File: src/rtl/io_test_sequencer.sv
// rtl/io_test_sequencer.sv - GPIO pad loopback self-test sequencer (optional IOSEQ_STOP_ON_FAIL_EN)
// Drives each pad high then low, samples it back, and reports pass/fail, error count and first failing pad.
module io_test_sequencer #(
  parameter int NUM_PADS    = 8,
  parameter int HOLD_CYCLES = 4,
  parameter int PAD_W       = (NUM_PADS > 1) ? $clog2(NUM_PADS) : 1
) (
  input  logic                wb_clk_i,
  input  logic                wb_rst_ni,
  input  logic                start,
  output logic                busy,
  output logic                done,
  output logic                pass,
  output logic [7:0]          err_count,
  output logic [PAD_W-1:0]    fail_pad,
  input  logic [NUM_PADS-1:0] io_in,
  output logic [NUM_PADS-1:0] io_out,
  output logic [NUM_PADS-1:0] io_oeb
);

  localparam int CNT_W = (HOLD_CYCLES > 1) ? $clog2(HOLD_CYCLES) : 1;
  localparam logic [CNT_W-1:0]    CNT_LOAD = CNT_W'(HOLD_CYCLES - 1);
  localparam logic [PAD_W-1:0]    LAST_PAD = PAD_W'(NUM_PADS - 1);
  localparam logic [NUM_PADS-1:0] PAD0     = NUM_PADS'(1);

  localparam logic [1:0] IDLE   = 2'd0;
  localparam logic [1:0] DRIVE  = 2'd1;
  localparam logic [1:0] SAMPLE = 2'd2;

  logic [1:0]       state;
  logic [PAD_W-1:0] pad;
  logic             phase_high;
  logic [CNT_W-1:0] cnt;

  logic             mismatch;
  logic             stop_now;
  logic [7:0]       err_next;
  logic [PAD_W-1:0] next_pad;

  always_comb begin
    mismatch = (io_in[pad] != phase_high);
    err_next = err_count;
    if (mismatch && (err_count != 8'hFF)) begin
      err_next = err_count + 8'd1;
    end
    next_pad = pad + PAD_W'(1);
`ifdef IOSEQ_STOP_ON_FAIL_EN
    stop_now = mismatch;
`else
    stop_now = 1'b0;
`endif
  end

  // Pad drive registers are loaded on the transition into each phase so they stay output-registered.
  always_ff @(posedge wb_clk_i or negedge wb_rst_ni) begin
    if (!wb_rst_ni) begin
      state      <= IDLE;
      pad        <= '0;
      phase_high <= 1'b0;
      cnt        <= '0;
      busy       <= 1'b0;
      done       <= 1'b0;
      pass       <= 1'b0;
      err_count  <= '0;
      fail_pad   <= '0;
      io_out     <= '0;
      io_oeb     <= '1;
    end else begin
      case (state)
        IDLE: begin
          io_oeb <= '1;
          io_out <= '0;
          if (start) begin
            done       <= 1'b0;
            pass       <= 1'b0;
            err_count  <= '0;
            fail_pad   <= '0;
            pad        <= '0;
            phase_high <= 1'b1;
            busy       <= 1'b1;
            cnt        <= CNT_LOAD;
            io_oeb     <= ~PAD0;
            io_out     <= PAD0;
            state      <= DRIVE;
          end
        end
        DRIVE: begin
          if (cnt == '0) begin
            state <= SAMPLE;
          end else begin
            cnt <= cnt - CNT_W'(1);
          end
        end
        SAMPLE: begin
          err_count <= err_next;
          if (mismatch && (err_count == 8'd0)) begin
            fail_pad <= pad;
          end
          if (stop_now || (!phase_high && (pad == LAST_PAD))) begin
            busy   <= 1'b0;
            done   <= 1'b1;
            pass   <= (err_next == 8'd0);
            io_oeb <= '1;
            io_out <= '0;
            state  <= IDLE;
          end else if (phase_high) begin
            phase_high <= 1'b0;
            io_out     <= '0;
            cnt        <= CNT_LOAD;
            state      <= DRIVE;
          end else begin
            pad        <= next_pad;
            phase_high <= 1'b1;
            io_oeb     <= ~(PAD0 << next_pad);
            io_out     <= PAD0 << next_pad;
            cnt        <= CNT_LOAD;
            state      <= DRIVE;
          end
        end
        default: begin
          state  <= IDLE;
          busy   <= 1'b0;
          io_oeb <= '1;
          io_out <= '0;
        end
      endcase
    end
  end

endmodule

File: config.mk
export PLATFORM = sky130hd
export DESIGN_NAME = io_test_sequencer
export DESIGN_NICKNAME = d
export VERILOG_FILES = /design/src/rtl/io_test_sequencer.sv
export SDC_FILE = /design/constraint.sdc
export NUM_CORES = 1
export LEC_CHECK = 0
export ABC_AREA = 1
export ABC_CLOCK_PERIOD_IN_PS = 1500
export CAP_MARGIN = 30
export CELL_PAD_IN_SITES_DETAIL_PLACEMENT = 1
export CELL_PAD_IN_SITES_GLOBAL_PLACEMENT = 2
export CORE_MARGIN = 1.5
export CORE_UTILIZATION = 27
export DETAILED_ROUTE_END_ITERATION = 12
export PLACE_DENSITY = 0.78
export REMOVE_ABC_BUFFERS = 1
export SLEW_MARGIN = 20
export SYNTH_ARGS = -nofsm -noshare
export SYNTH_HDL_FRONTEND = slang
export SYNTH_SLANG_ARGS = --single-unit
File: constraint.sdc
create_clock -name wb_clk_i -period 1.5 [get_ports wb_clk_i]
set_input_delay 0.3 -clock wb_clk_i [delete_from_list [all_inputs] [get_ports wb_clk_i]]
set_output_delay 0.3 -clock wb_clk_i [all_outputs]
set_load 0.01 [all_outputs]
==> impl_metrics.toml <==
[sta]
min_period_ns = 1.690
hold_viol = 0
final_max_slew_viol_count = 0
fin_hold_ws_ns = 0.4674
fmax_ghz = 0.5916
tightest_slew_ns = 0.4195
slew_headroom = 0.7203
period_share = 1.127
setup_ws_ns = -0.1903
rsz0062_at_grt = "true"
skew_ns = 0.01270
setup_viol = 24
finalSetupTns_ns = -1.574

[drt]
wl_per_cell_um = 14.54
num_vias = 2076
detail_route.vias_per_cell = 4.603
drt_first_pass_iters = 4
drt_iter0_markers = 56
drc_errors = 0
wl_um = 6558
ant_nets = 0

[clocking]
cts_tree = "yes"
clkLatencyLatePin_ns = 0.30
numCtsBuffers = 5
clk_path_buf_depth = 2
path_clk_slew_ns = 0.09
htreeDepth = 2
cts_root_buffer = "clkbuf_8"
cts_sinks = 38

[yosys]
synthFlopType = "dfrtp_1"
synth_common_cells = "nand2_1 (55), inv_1 (39), dfrtp_1 (30)"
synth_area_leaders = "dfrtp_1 (36%), dfstp_2 (10%), nand2_1 (9.9%)"
yosys.area.top_type_share = 0.3589
ys_types = 27
syn_avg_cell_area_um2 = 8.368
syn_area_um2 = 2092
async_reset_ff_frac = 1.000
ys_seq_area_frac = 0.4593
synth_seq_cells = 38
yosys_warnings = 0
yosysTopAreaCell = "dfrtp_1"
syn_inst = 250
synth_edf_count = 0
yosysMostFrequentCell = "nand2_1"

[setup_path]
crit_fanout = 6
crit-reg2reg-launch = "err_count[0]"
startpoint_type = "flop"
path_cells = "ha_4 -> nand3_4 -> nor3_4 -> nand3_4 -> nand2_2 -> inv_1 -> nand2_1 -> nand2_1 -> nand2_2 -> nand2_2 -> nor2_2 -> nand3_1 -> nand2_1"
critical_path_required_ns = 1.74
slowest_stage = "dfrtp_1"
criticalPathCategory = "flop to flop"
r2r_slack_ns = -0.19
critPathLaunch = "err_count[0]"
cp-end-kind = "flop"
rr_endpoint = "pass"
ff2ff_path_depth = 13
cp.arrival_ns = 1.93
max_stage_delay_ns = 0.40

[cells_and_area]
antennaDiodeCount = 0
stdcell_area_um2 = 3552
areaGrowthSynthToFinish_pct = 69.80
layout-drive-gt1-share = 0.4830
fin_nets = 371

[pwr]
power_density_nw_per_um2 = 951.9
peakVddDrop_v = 0.0004503
p_total_uw = 3381
p_leak_uw = 0.001749

[placed_design]
place_area_um2 = 2939
port_buffers = 40
place.gp.congestion = 0.7823
dp_hpwl_um = 4592
place_worst_setup_slack_ns = -0.3906

[die]
rows = 31
core_area_um2 = 7370
start_util = 0.2839
die_w_um = 91.03
die_area_um2 = 8286
ios = 41
die_y_um = 91.03

[run_status]
status = "finished, violations left"
violations = "setup timing"

[global_route]
grtUsageTotal = 0.1636
use_met1 = 0.2052
grt_pass1_vias = 2238
use_met3 = 0.03099
met2_usage = 0.2929
grt_max_degree = 23
grt_overflow = 0
grt_pass1_wl_um = 10870
grt_antenna_before_repair = 0
busiest_layer = "met2"

[job]
maxCapViolations = 0

[hold_path]
hold_path.class = "primary input to async pin"
## kinds of logic after synthesis
kind of cell,after synthesis,share of synthesized area
fa+ha+maj,9,0.05383
xor+xnor,5,0.02093
buf+inv,45,0.08074
flops,38,0.4593
compound gates,30,0.08433
simple gates,123,0.3008
## worst max-delay path by stage
stage           end  cells past startpoint  slack [ns]
2_1_floorplan  pass                     13       -0.15
3_3_place_gp   pass                     13       -0.35
3_5_place_dp   pass                     14       -0.39
4_1_cts        pass                     13       -0.23
5_1_grt        pass                     13       -0.34
6_report       pass                     13       -0.19
## state kept, by name (all words and copies together), names as in the netlist
| register | count |
|---|---|
| pass | 1 |
| state | 2 |
| phase_high | 1 |
| done | 1 |
| io_oeb | 8 |
| cnt | 2 |
| err_count | 8 |
| io_out | 8 |
| busy | 1 |
| pad | 3 |
| fail_pad | 3 |
## critical path, delay by kind of cell (launching register included)
family,cells,cell delay (ns)
and+or+nand+nor,11,1.02
adders and majority gates,1,0.16
DFF,1,0.40
buffers and inverters,1,0.05
## routing by layer
layer	part of all wire	wire (µm)
met4	0.0044	29
met5	0	0
met3	0.032	209
met2	0.53	3473
met1	0.43	2846
## where the power goes
group	internal (µW)	total [µW]	switching, µW
logic	574	1420	846
clock network	330	719	389
registers	1150	1240	88.6
## layout make-up
cell class                      count  area [µm²]
Sequential cell                    38       967.2
Clock inverter                      1       7.507
Timing Repair Buffer               93       828.3
Tap cell                           99       123.9
Clock buffer                        7       76.32
Multi-Input combinational cell    168        1360
Fill cell                         865        3817
Inverter                           45       188.9
## placed cells by master (no fill, tap or decap), drive strengths merged
master         Yosys  layout
dlygate4sd3        0       1
nor2              19      19
dfstp              8       8
a31oi              2       2
clkbuf             0       8
o21ai             16      16
nor3               4       4
dlygate4sd2        0      25
inv               45      45
a221o              1       1
buf                0      53
clkdlybuf4s15      0       1
nand3             33      33
nand4              3       3
o22a               1       1
clkdlybuf4s50      0       9
a21oi              3       3
a22o               1       1
nand2             64      65
xor2               5       5
o22ai              6       6
dfrtp             30      30
dlymetal6s2s       0       3
clkinvlp           0       1
ha                 9       9
## per-stage QoR
step                      utilization  cells
after floorplan                     -    250
after global placement         0.3988    431
after detailed placement       0.3988    431
after CTS                      0.4465    446
after global routing           0.4820    451
final                          0.4820    451
## what timing repair did
action | 4_1_cts | 5_1_grt
cloned | 0 | 1
pin swaps | 30 | 17
gates resized for setup | 104 | 62
hold buffers | 1 | 0
endpoints found under the setup margin | 61 | 38
hold endpoints to repair | 9 | 0
buffers inserted | 6 | 6
Power figures use the tool's default switching activity.
